===== src/rtl/cpstr_pkg.sv =====
// Shared definitions for the control-stream escaper, RX demux and manager.
// Holds the default escape/command bytes and the escape FSM state type.
package cpstr_pkg;

    localparam logic [7:0] CPSTR_ESC            = 8'h1B;
    localparam logic [7:0] CPSTR_CMD_STRIDX_REQ = 8'hFF;

    typedef enum logic {
        S_DATA,
        S_ESC
    } cpstr_state_e;

    // Stream index width; a single stream still gets a 1-bit index.
    function automatic int cpstr_stridx_w(input int n_streams);
        return (n_streams > 2) ? $clog2(n_streams) : 1;
    endfunction

endpackage


===== src/rtl/cpstr_rx_oreg.sv =====
// One-entry ready/valid output register for the RX demux.
// Holds its contents under back-pressure and accepts a new load whenever it drains.
module cpstr_rx_oreg #(
    parameter int W = 10
) (
    input  logic         i_clk,
    input  logic         i_rst_n,
    input  logic         i_load,
    input  logic [W-1:0] i_data,
    output logic         o_ready,
    output logic         o_valid,
    output logic [W-1:0] o_data,
    input  logic         i_ready
);

    logic         valid_d, valid_q;
    logic [W-1:0] data_d, data_q;

    assign o_ready = !valid_q || i_ready;
    assign o_valid = valid_q;
    assign o_data  = data_q;

    // A load replaces the entry; otherwise it empties once the consumer takes it.
    always_comb begin
        valid_d = valid_q && !i_ready;
        data_d  = data_q;
        if (i_load) begin
            valid_d = 1'b1;
            data_d  = i_data;
        end
    end

    always_ff @(posedge i_clk or negedge i_rst_n) begin
        if (!i_rst_n) begin
            valid_q <= 1'b0;
            data_q  <= '0;
        end else begin
            valid_q <= valid_d;
            data_q  <= data_d;
        end
    end

endmodule


===== src/rtl/cpstr_rx_demux.sv =====
// RX control-stream demux: strips escapes, decodes escape commands and tags
// each payload byte with the currently selected stream index.
module cpstr_rx_demux
    import cpstr_pkg::*;
#(
    parameter logic [7:0] ESC_CHAR       = CPSTR_ESC,
    parameter logic [7:0] CMD_STRIDX_REQ = CPSTR_CMD_STRIDX_REQ,
    parameter int         N_STREAMS      = 4,
    localparam int        STRIDX_W       = cpstr_stridx_w(N_STREAMS)
) (
    input  logic                i_clk,
    input  logic                i_rst_n,
    input  logic [7:0]          i_data,
    input  logic                i_valid,
    output logic                o_ready,
    output logic [7:0]          o_data,
    output logic [STRIDX_W-1:0] o_tid,
    output logic                o_valid,
    input  logic                i_ready,
    output logic [STRIDX_W-1:0] o_stridx,
    output logic                o_stridx_upd,
    output logic                o_send_stridx,
    output logic                o_err
);

    localparam logic [7:0] N_LIMIT = 8'(N_STREAMS);

    cpstr_state_e          state_q, state_d;
    logic [STRIDX_W-1:0]   stridx_q, stridx_d;
    logic                  upd_q, upd_d;
    logic                  send_q, send_d;
    logic                  err_q, err_d;
    logic                  load;
    logic                  hs;
    logic                  is_esc, is_req, is_sel;
    logic [STRIDX_W+7:0]   oreg_data;

    assign hs     = i_valid && o_ready;
    assign is_esc = (i_data == ESC_CHAR);
    assign is_req = (i_data == CMD_STRIDX_REQ);
    assign is_sel = (i_data < N_LIMIT);

    always_ff @(posedge i_clk or negedge i_rst_n) begin
        if (!i_rst_n) begin
            state_q <= S_DATA;
        end else begin
            state_q <= state_d;
        end
    end

    always_comb begin
        state_d = state_q;
        if (hs) begin
            state_d = (state_q == S_DATA && is_esc) ? S_ESC : S_DATA;
        end
    end

    // Command decode; the escaped byte's meaning is checked in priority order.
    always_comb begin
        load     = 1'b0;
        stridx_d = stridx_q;
        upd_d    = 1'b0;
        send_d   = 1'b0;
        err_d    = 1'b0;
        if (hs) begin
            case (state_q)
                S_DATA: load = !is_esc;
                S_ESC: begin
                    if (is_esc) begin
                        load = 1'b1;
                    end else if (is_req) begin
                        send_d = 1'b1;
                    end else if (is_sel) begin
                        stridx_d = i_data[STRIDX_W-1:0];
                        upd_d    = 1'b1;
                    end else begin
                        err_d = 1'b1;
                    end
                end
                default: load = 1'b0;
            endcase
        end
    end

    always_ff @(posedge i_clk or negedge i_rst_n) begin
        if (!i_rst_n) begin
            stridx_q <= '0;
            upd_q    <= 1'b0;
            send_q   <= 1'b0;
            err_q    <= 1'b0;
        end else begin
            stridx_q <= stridx_d;
            upd_q    <= upd_d;
            send_q   <= send_d;
            err_q    <= err_d;
        end
    end

    assign o_stridx      = stridx_q;
    assign o_stridx_upd  = upd_q;
    assign o_send_stridx = send_q;
    assign o_err         = err_q;

    // The tag is the index in force when the byte is accepted, not when it leaves.
    cpstr_rx_oreg #(
        .W(STRIDX_W + 8)
    ) u_oreg (
        .i_clk   (i_clk),
        .i_rst_n (i_rst_n),
        .i_load  (load),
        .i_data  ({stridx_q, i_data}),
        .o_ready (o_ready),
        .o_valid (o_valid),
        .o_data  (oreg_data),
        .i_ready (i_ready)
    );

    assign {o_tid, o_data} = oreg_data;

endmodule

===== config.mk =====
export PLATFORM = sky130hd
export DESIGN_NAME = cpstr_rx_demux
export DESIGN_NICKNAME = d
export VERILOG_FILES = /design/src/rtl/cpstr_pkg.sv /design/src/rtl/cpstr_rx_oreg.sv /design/src/rtl/cpstr_rx_demux.sv
export SDC_FILE = /design/constraint.sdc
export NUM_CORES = 1
export LEC_CHECK = 0
export ABC_AREA = 1
export ABC_CLOCK_PERIOD_IN_PS = 1500
export CAP_MARGIN = 20
export CORE_UTILIZATION = 58
export CTS_CLUSTER_SIZE = 30
export DETAILED_ROUTE_END_ITERATION = 7
export DONT_BUFFER_PORTS = 1
export PLACE_DENSITY = 0.85
export SLEW_MARGIN = 10
export SYNTH_ARGS = -nofsm -noshare
export SYNTH_HDL_FRONTEND = slang
export SYNTH_SLANG_ARGS = --single-unit

===== constraint.sdc =====
create_clock -name i_clk -period 1.5 [get_ports i_clk]
set_clock_uncertainty 0.05 [all_clocks]
set_input_delay 0.375 -clock i_clk [delete_from_list [all_inputs] [get_ports i_clk]]
set_output_delay 0.375 -clock i_clk [all_outputs]
set_load 0.005 [all_outputs]

======== Yosys cells after proc, flatten, opt, wreduce, memory -nomap -nowiden ========
Index checks and enable logic that the tools add are counted.
operators by class
  magnitude comparators ................... 1
  equality and inequality tests ........... 2
  muxes and demuxes ....................... 19
  bitwise gates (word level) .............. 3
  reduce and logical (&&, ||, !) cells .... 8
operators with widths
  kind                                                count
  2-to-1 mux 1 bit                                    18
  == test 8 x 5 -> 1 bit, second input constant       1
  == test 8 bit, second input constant                1
  < comparator 8 x 3 -> 1 bit, second input constant  1
  AND reduction 5 bit                                 1
  logical AND 1 bit                                   3
  zero test 1 bit                                     3
  NOT 1 bit                                           3
  case mux 1 bit (2 select lines)                     1
  logical OR 1 bit                                    1
word-level totals
  bits in registers ....................... 17
  output and inout port bits .............. 17

======== Longest topological paths before layout ========
Gate-level depths: netlist (run 1).
  depth in word-level cells ............... 6
  mapped depth ............................ 10

======== By module ========
Synthesis (run 1) repeated with hierarchy kept, for this count alone.
unflattened totals
  cells, all modules ...................... 95
  area, all modules ....................... 810.8 um2
modules (own cells, without submodules)
  module          instances  cells an instance  area an instance (um2)  sequential area each (um2)
  cpstr_rx_oreg   1          47                 421.7                   275.3
  cpstr_rx_demux  1          48                 389.1                   150.1

======== Worst setup path before layout (run 1) ========
OpenSTA, ideal clock, no wires.
  kind .................................... input -> register
  from .................................... input port i_data[7]
  to ...................................... register u_oreg.valid_q, in the netlist u_oreg.o_valid
  arrival time ............................ 1.318 ns
  required time ........................... 1.331 ns
  path slack .............................. 0.013 ns
  cell stages on the path ................. 9
  cell sequence ........................... inv_1 > nand2_1 > nor3_1 > nand2_1 > inv_1 > ha_1 > nand2_4 > buf_6 > nand2_1
between the ends
  word-level cells in the longest chain between the ends .. 5
RTL lines
  element                                                     RTL line                                    RTL
  start: declaration                                          cpstr_rx_demux.sv:13                        input logic [7:0] i_data,
  == test 8 x 5 -> 1 bit (*)                                  cpstr_rx_demux.sv:39                        assign is_esc = (i_data == ESC_CHAR);
  2-to-1 mux 1 bit / zero test 1 bit (equally long branches)  cpstr_rx_demux.sv:69, cpstr_rx_demux.sv:67
  case mux 1 bit (2 select lines) (*)                         cpstr_rx_demux.sv:66                        case (state_q)
  2-to-1 mux 1 bit (*)                                        cpstr_rx_demux.sv:65                        if (hs) begin
  2-to-1 mux 1 bit (*)                                        cpstr_rx_oreg.sv:27                         if (i_load) begin
  via u_oreg.valid_d                                          cpstr_rx_oreg.sv:16                         logic valid_d, valid_q;
  end signal: assignment                                      cpstr_rx_oreg.sv:38                         valid_q <= valid_d;
  end: declaration                                            cpstr_rx_oreg.sv:16
Mark *: on every way through the listed nets, which the timed path passes. The rest lies on a longest branch.
A chain may end at the register's enable or synchronous reset.

======== Worst setup path in the final report (run 1) ========
  from .................................... register state_q
  to ...................................... register u_oreg.data_q[2], in the netlist u_oreg.o_data[2]
between the ends
  word-level cells in the longest chain between the ends .. 3
RTL lines
  element                              RTL line              RTL
  start: declaration                   cpstr_rx_demux.sv:28  cpstr_state_e state_q, state_d;
  start signal: assignment             cpstr_rx_demux.sv:47  state_q <= state_d;
  NOT 1 bit                            cpstr_rx_demux.sv:66
  case mux 1 bit (2 select lines) (*)  cpstr_rx_demux.sv:66
  2-to-1 mux 1 bit (*)                 cpstr_rx_demux.sv:65
  end signal: assignment               cpstr_rx_oreg.sv:39   data_q <= data_d;
  end: declaration                     cpstr_rx_oreg.sv:17   logic [W-1:0] data_d, data_q;
Every way passes the cells marked *; elsewhere a longest branch is shown, timed or not.

==> impl_metrics.env, run 1 <==
export IMPL_status="complete, no violations"
export IMPL_r2r_start="state_q"
export IMPL_syn_nets=106
export IMPL_yosysSeqAreaShare_pct=53.2
export IMPL_place_area_um2=833
export IMPL_synth_common_cells="32 x nand2_1, 17 x dfrtp_1, 9 x inv_1, 9 x nor2_1, 7 x nand3_1"
export IMPL_drive_gt1_share_pct=17.8
export IMPL_synth_compound_area_share_pct=5.63
export IMPL_crit_type="flop to flop"
export IMPL_io_buffers=0
export IMPL_cts_resized=0
export IMPL_cts_inserted_buffers=3
export IMPL_powerDensity_nw_per_um2=1010
export IMPL_gp_congestion=0.876
export IMPL_dp_cells=111
export IMPL_synth_area_leaders="dfrtp_1 53%, nand2_1 15%, nand3_1 4.4%"
export IMPL_drt_first_iter_violations=32
export IMPL_post_drt_wl_per_cell_um=14.5
export IMPL_drc=0
export IMPL_synth_top_cell_area_share_pct=53.2
export IMPL_slew_headroom_pct=51.1
export IMPL_synthAdderAreaFrac_pct=1.56
export IMPL_synth_avg_cell_area_um2=8.60
export IMPL_synth_seq_cells=17
export IMPL_end_kind="flop"
export IMPL_grt_use_total_pct=24.9
export IMPL_peakVddDrop_uv=472
export IMPL_overflow=0
export IMPL_synth_most_common_cell="nand2_1"
export IMPL_yosysWarningCount=0
export IMPL_synth_ff_type="dfrtp_1"
export IMPL_r2r_slack_ns=0.14
export IMPL_slew_violations=0
export IMPL_worstPathRequired_ns=1.62
export IMPL_viasPerCell=5.70
export IMPL_syn_area_um2=800
export IMPL_synth_edf_count=0
export IMPL_ant_nets=0
export IMPL_critPathLaunch="state_q"
export IMPL_yosys_area_top_type="dfrtp_1"
export IMPL_reg2reg_to="u_oreg.o_data[2]"
export IMPL_leakagePower_nw=0.463
export IMPL_min_path_type="input port to flop"
export IMPL_setup_viol=0
export IMPL_area_delta_synth_final_pct=8.76
export IMPL_antenna_found_initial=0
export IMPL_finalCriticalPeriod_ns=1.36
export IMPL_htreeDepth=1
export IMPL_regArea_um2=425
export IMPL_grt_max_degree=18
export IMPL_synth_top_family_by_area="simple AND/OR/NAND/NOR gates"
export IMPL_std_cell_rows=13
export IMPL_fin_area_um2=870
export IMPL_cts_tree="yes"
export IMPL_synth_xor_area_share_pct=0
export IMPL_die_w_um=39.1
export IMPL_io_pins=29
export IMPL_synth_distinct_cells=16
export IMPL_fill_cells=94
export IMPL_clkSinkCount=17
export IMPL_multi_input_area_um2=314
export IMPL_crit_arrival_ns=1.48
export IMPL_rsz0062_at_grt="false"
export IMPL_synthMuxAreaShare_pct=0
export IMPL_post_route_period_util_pct=90.4
export IMPL_grt_pass1_wl_mm=2.50
export IMPL_async_flop_share_pct=100
export IMPL_hold_viol=0
export IMPL_routed_via_count=661
export IMPL_holdPathStages=2
export IMPL_insertion_delay_ns=0.29
export IMPL_maxCapViolCount=0
export IMPL_drt_wl_total_mm=1.68
export IMPL_ctsRootBufferMaster="clkbuf_4"
export IMPL_min_to="u_oreg.o_data[1]"
export IMPL_initial_utilization_pct=62.2
export IMPL_tightest_slew_ns=0.731
export IMPL_place_hpwl_mm=1.21
export IMPL_worstHoldStart="i_data[1]"
export IMPL_clk_path_buf_depth=2
export IMPL_rr_worst_depth=5
export IMPL_synthSimpleGateAreaFrac_pct=32.1
export IMPL_fmax_ghz=0.738
export IMPL_worst_hold_slack_ns=0.178
export IMPL_fp_dieH_um=39.1
export IMPL_die_area_um2=1530
export IMPL_start_kind="flop"
export IMPL_core_area_um2=1280
export IMPL_clk_pin_slew_ns=0.10
export IMPL_grt_pass1_vias=613
export IMPL_first_pass_iters=4
export IMPL_stdcell_count=116
export IMPL_nNetsFinal=115
export IMPL_antenna_cells=0
export IMPL_crit_fanout=16
export IMPL_synthCells=93
==> registers in the layout (all words and copies together) (netlist names) <==
| name | cells |
|---|---|
| o_stridx_upd | 1 |
| o_err | 1 |
| u_oreg.o_data | 10 |
| u_oreg.o_valid | 1 |
| o_send_stridx | 1 |
| o_stridx | 2 |
| state_q | 1 |
==> critical path, stage by stage (launching register included) <==
cell,delay [ns]
dfrtp_1,0.41
inv_1,0.10
ha_1,0.36
nand2_4,0.15
nand2_1,0.09
o21ai_0,0.08
==> logic make-up (layout without fill, tap and decap cells) <==
logic type,count (synthesis),count (layout)
buffers and inverters,12,20
adder cells (fa/ha/maj),1,1
AO/OA/AOI/OAI,6,6
flip-flops,17,17
AND/OR/NAND/NOR,57,57
==> report_power, final <==
part           switching [mW]  total [mW]  internal, mW  leakage [nW]
clock                   0.143       0.247         0.103        0.0150
combinational          0.0684       0.106        0.0380         0.226
sequential             0.0307       0.526         0.495         0.222
==> metrics by stage <==
| stage | TNS (ns) | worst slack, ns | util [%] | power [mW] |
|---|---|---|---|---|
| finish | 0 | 0.144 | 67.7 | 0.879 |
| floorplan | 0 | 0.0125 | - | 0.610 |
| global placement | 0 | 0.0227 | 64.8 | 0.622 |
| detailed placement | -0.698 | -0.0905 | 64.8 | 0.631 |
| CTS | 0 | 0.156 | 67.7 | 0.878 |
| global route | 0 | 0.0854 | 67.7 | 0.923 |
==> timing repair <==
item                      CTS  global route
hold endpoints to repair   17             0
setup buffers               0             0
hold buffers                1             0
==> cell type report <==
| class | count | share of cell area [%] |
|---|---|---|
| multi-input cells | 64 | 36.1 |
| flip-flops and latches | 17 | 48.9 |
| clock buffers | 4 | 3.02 |
| inverters | 10 | 4.32 |
| well taps | 15 | 2.16 |
| repair buffers | 6 | 5.47 |
==> how the worst max path moves through the flow <==
stage,end,slack [ns],cells past startpoint
after floorplan,u_oreg.o_valid,0.01,9
after global placement,u_oreg.o_data[7],0.02,9
after detailed placement,u_oreg.o_data[2],-0.09,8
after CTS,u_oreg.o_data[2],0.16,5
after global routing,u_oreg.o_data[3],0.09,5
final,u_oreg.o_data[2],0.14,5
==> per-layer routing <==
layer | vias up | track usage (%) | part of all wire [%]
met5 | - | 0 | 0
met4 | 0 | 10.3 | 2.4
met3 | 7 | 5.20 | 8.5
met2 | 44 | 45.8 | 50
met1 | 304 | 26.9 | 39
li1 | 306 | - | -
==> placed cells by master, fill, tap and decap left out, drive strengths merged, types with 2 or more instances in the layout <==
cell / synthesis / final
nor3: 2 / 2
dfrtp: 17 / 17
inv: 10 / 10
nand4: 2 / 2
o21ai: 6 / 6
nand3: 8 / 8
buf: 2 / 5
nand2: 35 / 35
nor2: 10 / 10
clkbuf: 0 / 4
Note: power is estimated with default switching activity, not from simulation.
==> inputs of run 2 (changes only) <==
--- a/config.mk
+++ b/config.mk
@@ -7,12 +7,13 @@
 export LEC_CHECK = 0
 export ABC_AREA = 1
 export ABC_CLOCK_PERIOD_IN_PS = 1500
-export CAP_MARGIN = 20
-export CORE_UTILIZATION = 58
+export CAP_MARGIN = 30
+export CORE_MARGIN = 8
+export CORE_UTILIZATION = 40
 export CTS_CLUSTER_SIZE = 30
 export DETAILED_ROUTE_END_ITERATION = 7
 export DONT_BUFFER_PORTS = 1
-export PLACE_DENSITY = 0.85
+export PLACE_DENSITY = 0.65
 export SLEW_MARGIN = 10
 export SYNTH_ARGS = -nofsm -noshare
 export SYNTH_HDL_FRONTEND = slang
==> impl_metrics.env, run 2 (synthesis gave the netlist of run 1 again) <==
export IMPL_clkSinkCount=17
export IMPL_grt_pass1_wl_mm=2.85
export IMPL_start_kind="flop"
export IMPL_ctsRootBufferMaster="clkbuf_4"
export IMPL_finalCriticalPeriod_ns=1.32
export IMPL_first_pass_iters=4
export IMPL_rsz0062_at_grt="false"
export IMPL_final_common_cell="nand2_1"
export IMPL_post_cts_buffers=0
export IMPL_overflow=0
export IMPL_crit_type="flop to flop"
export IMPL_switchingPower_uw=240
export IMPL_routed_via_count=597
export IMPL_drt_wl_total_mm=1.68
export IMPL_hold_viol=0
export IMPL_antenna_found_initial=0
export IMPL_slew_headroom_pct=49.6
export IMPL_area_delta_synth_final_pct=11.6
export IMPL_crit_fanout=16
export IMPL_antenna_cells=0
export IMPL_cts_tree="yes"
export IMPL_maxCapViolCount=0
export IMPL_fill_cells=201
export IMPL_crit_arrival_ns=1.45
export IMPL_end_kind="flop"
export IMPL_core_area_um2=1920
export IMPL_largest_reg_flops=10
export IMPL_htreeDepth=1
export IMPL_cts_inserted_buffers=3
export IMPL_slew_violations=0
export IMPL_die_w_um=60.7
export IMPL_post_drt_wl_per_cell_um=13.0
export IMPL_io_pins=29
export IMPL_post_route_period_util_pct=88.2
export IMPL_mostFrequentLayoutCells="32 x nand2_1, 17 x dfrtp_1, 9 x inv_1, 9 x nor2_1, 7 x nand3_1"
export IMPL_fin_setup_tns_ns=0
export IMPL_status="complete, no violations"
export IMPL_die_area_um2=3690
export IMPL_powerDensity_nw_per_um2=985
export IMPL_place_area_um2=856
export IMPL_fin_area_um2=892
export IMPL_peakVddDrop_uv=428
export IMPL_dp_cells=124
export IMPL_worstPathRequired_ns=1.63
export IMPL_drt_first_iter_violations=8
export IMPL_grt_use_total_pct=10.6
export IMPL_cts_hold_buf=1
export IMPL_stdcell_count=129
export IMPL_grt_pass1_vias=624
export IMPL_place_hpwl_mm=1.31
export IMPL_power_frac_comb_pct=11.7
export IMPL_tightest_slew_ns=0.753
export IMPL_viasPerCell=4.63
export IMPL_clk_pin_slew_ns=0.10
export IMPL_swShare_pct=27.4
export IMPL_power_internal_uw=638
export IMPL_regArea_um2=425
export IMPL_initial_utilization_pct=41.6
export IMPL_setup_viol=0
export IMPL_cts_resized=0
export IMPL_grt_max_degree=18
export IMPL_std_cell_rows=16
export IMPL_power_frac_seq_pct=59.8
export IMPL_insertion_delay_ns=0.29
export IMPL_ant_nets=0
export IMPL_fp_dieH_um=60.7
export IMPL_drive_gt1_share_pct=18.6
export IMPL_min_path_type="input port to flop"
export IMPL_leakagePower_nw=0.467
export IMPL_nNetsFinal=116
export IMPL_fmax_ghz=0.756
export IMPL_gp_congestion=0.745
export IMPL_clkPwrFrac_pct=28.4
export IMPL_multi_input_area_um2=314
export IMPL_drc=0
export IMPL_clk_path_buf_depth=2
export IMPL_io_buffers=0
-- run 2: cell types whose count changed in the layout (fill, tap and decap cells not counted) --
cell   delta
buf_4     +1
-- run 2: worst max-delay path, cell delays in order, from the launching register on --
cell	delay, ns
dfrtp_1	0.41
inv_1	0.09
ha_1	0.36
nand2_4	0.15
nand2_1	0.08
o21ai_0	0.07
-- run 2: metrics by stage --
step | power, mW | worst slack (ns) | hold slack, ns | util (%)
after floorplan | 0.610 | 0.0125 | 0.0294 | -
after global placement | 0.629 | 0.0190 | 0.0299 | 44.5
after detailed placement | 0.631 | 0.000914 | 0.0298 | 44.5
after CTS | 0.894 | 0.168 | 0.165 | 46.4
after global routing | 0.936 | 0.0325 | 0.157 | 46.4
final | 0.878 | 0.177 | 0.172 | 46.4
-- run 2: path summary, 6_finish.rpt --
| check | start | to | slack [ns] | depth (start not counted) |
|---|---|---|---|---|
| hold reg to reg | u_oreg.o_data[5] | u_oreg.o_data[5] | 0.46 | 2 |
| min in group asynchronous | i_rst_n | u_oreg.o_valid | 0.54 | 1 |
| setup reg to reg | state_q | u_oreg.o_data[2] | 0.18 | 5 |
| max in group asynchronous | i_rst_n | u_oreg.o_data[1] | 0.39 | 1 |
| setup / recovery | state_q | u_oreg.o_data[2] | 0.18 | 5 |
| hold / removal | i_data[1] | u_oreg.o_data[1] | 0.17 | 2 |
-- run 2: final cells by class --
class	count	share of cell area (%)
sequential	17	47.7
timing repair buffer	7	6.17
multi-input combinational	64	35.2
tap	27	3.79
clock buffer	4	2.95
inverter	10	4.21
-- run 2: layer usage --
metal  share of wire (%)  GRT usage (%)  vias to the layer above
li1                    -              -                      310
met1                  39           10.8                      272
met2                  53           18.3                       11
met3                 5.7           3.18                        4
met4                 2.2           6.98                        0
met5                   0              0                        -
-- run 2: power groups by stage --
stage | clock, mW | sequential [mW] | combinational (mW)
global placement | 0 | 0.537 | 0.0926
floorplan | 0 | 0.527 | 0.0832
detailed placement | 0 | 0.537 | 0.0943
CTS | 0.260 | 0.528 | 0.106
finish | 0.250 | 0.526 | 0.103
global route | 0.283 | 0.531 | 0.121
==> inputs of run 3 (changes only) <==
--- a/config.mk
+++ b/config.mk
@@ -13,7 +13,7 @@
 export CTS_CLUSTER_SIZE = 30
 export DETAILED_ROUTE_END_ITERATION = 7
 export DONT_BUFFER_PORTS = 1
-export PLACE_DENSITY = 0.65
+export PLACE_DENSITY_LB_ADDON = 0.12
 export SLEW_MARGIN = 10
 export SYNTH_ARGS = -nofsm -noshare
 export SYNTH_HDL_FRONTEND = slang
==> impl_metrics.env, run 3 (synthesis gave the netlist of run 1 again) <==
export IMPL_status="complete, no violations"
export IMPL_report_power_total_uw=877
export IMPL_worstHoldStart="i_data[1]"
export IMPL_worstPathRequired_ns=1.63
export IMPL_slew_violations=0
export IMPL_mostFrequentLayoutCells="32 x nand2_1, 17 x dfrtp_1, 9 x inv_1, 9 x nor2_1, 7 x nand3_1"
export IMPL_place_area_um2=856
export IMPL_min_path_type="input port to flop"
export IMPL_critPathLaunch="state_q"
export IMPL_clk_pin_slew_ns=0.10
export IMPL_setup_viol=0
export IMPL_crit_arrival_ns=1.45
export IMPL_pre_cts_slack_ns=-0.0227
export IMPL_ant_nets=0
export IMPL_maxCapViolCount=0
export IMPL_post_cts_buffers=0
export IMPL_worst_hold_slack_ns=0.167
export IMPL_overflow=0
export IMPL_grt_use_total_pct=10.2
export IMPL_multi_input_area_um2=314
export IMPL_die_w_um=60.7
export IMPL_ctsRootBufferMaster="clkbuf_4"
export IMPL_htreeDepth=1
export IMPL_fmax_ghz=0.759
export IMPL_area_delta_synth_final_pct=11.6
export IMPL_drt_first_iter_violations=7
export IMPL_slew_headroom_pct=50.7
export IMPL_antenna_cells=0
export IMPL_clkSinkCount=17
export IMPL_cts_resized=0
export IMPL_final_common_cell="nand2_1"
export IMPL_end_kind="flop"
export IMPL_crit_fanout=16
export IMPL_nNetsFinal=116
export IMPL_fp_dieH_um=60.7
export IMPL_leakagePower_nw=0.467
export IMPL_clk_path_buf_depth=2
export IMPL_std_cell_rows=16
export IMPL_rsz0062_at_grt="false"
export IMPL_grt_max_degree=18
export IMPL_largest_reg_flops=10
export IMPL_cts_inserted_buffers=3
export IMPL_finalCriticalPeriod_ns=1.32
export IMPL_antenna_found_initial=0
export IMPL_initial_utilization_pct=41.6
export IMPL_first_pass_iters=4
export IMPL_peakVddDrop_uv=480
export IMPL_regArea_um2=425
export IMPL_post_drt_wl_per_cell_um=12.6
export IMPL_tightest_slew_ns=0.738
export IMPL_core_area_um2=1920
export IMPL_insertion_delay_ns=0.29
export IMPL_die_area_um2=3690
export IMPL_io_pins=29
export IMPL_hold_viol=0
export IMPL_grt_pass1_vias=605
export IMPL_viasPerCell=4.57
export IMPL_io_buffers=0
export IMPL_routed_via_count=589
export IMPL_fin_ws_ns=0.182
export IMPL_post_route_period_util_pct=87.9
export IMPL_r2r_start="state_q"
export IMPL_r2r_slack_ns=0.18
export IMPL_drt_wl_total_mm=1.63
export IMPL_crit_type="flop to flop"
export IMPL_cts_tree="yes"
export IMPL_drc=0
export IMPL_grt_pass1_wl_mm=2.75
export IMPL_start_kind="flop"
export IMPL_fill_cells=198
export IMPL_gp_congestion=0.768
export IMPL_drive_gt1_share_pct=18.6
export IMPL_fin_area_um2=892
export IMPL_powerDensity_nw_per_um2=983
run 3: cell counts in the layout (fill, tap and decap cells not counted):
No cell type changed its count.
run 3: critical path: stages, from the launching register on:
cell,delay [ns]
dfrtp_1,0.41
inv_1,0.09
ha_1,0.36
nand2_4,0.15
nand2_1,0.08
o21ai_0,0.07
run 3: worst paths after layout:
path / end / cells past startpoint
max in group asynchronous: o_stridx_upd / 1
hold / removal: u_oreg.o_data[1] / 2
setup reg to reg: u_oreg.o_data[2] / 5
setup / recovery: u_oreg.o_data[2] / 5
min in group asynchronous: u_oreg.o_data[7] / 1
hold reg to reg: u_oreg.o_data[9] / 2
run 3: metal layers:
| metal | part of all wire (%) | up-vias | global-route usage (%) |
|---|---|---|---|
| met2 | 44 | 19 | 14.8 |
| li1 | - | 306 | - |
| met4 | 2.6 | 0 | 6.98 |
| met1 | 43 | 259 | 11.8 |
| met5 | 0 | - | 0 |
| met3 | 10 | 5 | 4.45 |
run 3: repair_timing:
item	CTS	global route
hold buffers	1	0
setup endpoints to repair	0	0
hold endpoints to repair	17	0
run 3: layout make-up:
type / count / share of cell area (%)
clock buffers: 4 / 2.95
inverters: 10 / 4.21
multi-input cells: 64 / 35.2
flip-flops and latches: 17 / 47.7
well taps: 27 / 3.79
repair buffers: 7 / 6.17
run 3: through the flow:
step	util [%]	instances	setup TNS [ns]
6_report	46.4	129	0
5_1_grt	46.4	129	0
4_1_cts	46.4	129	0
3_5_place_dp	44.5	124	-0.0975
3_3_place_gp	44.5	124	0
2_1_floorplan	-	93	0
run 3: power by group:
group	total [mW]	switching, mW	internal, mW
clock	0.248	0.144	0.104
sequential	0.526	0.0312	0.495
combinational	0.102	0.0630	0.0395
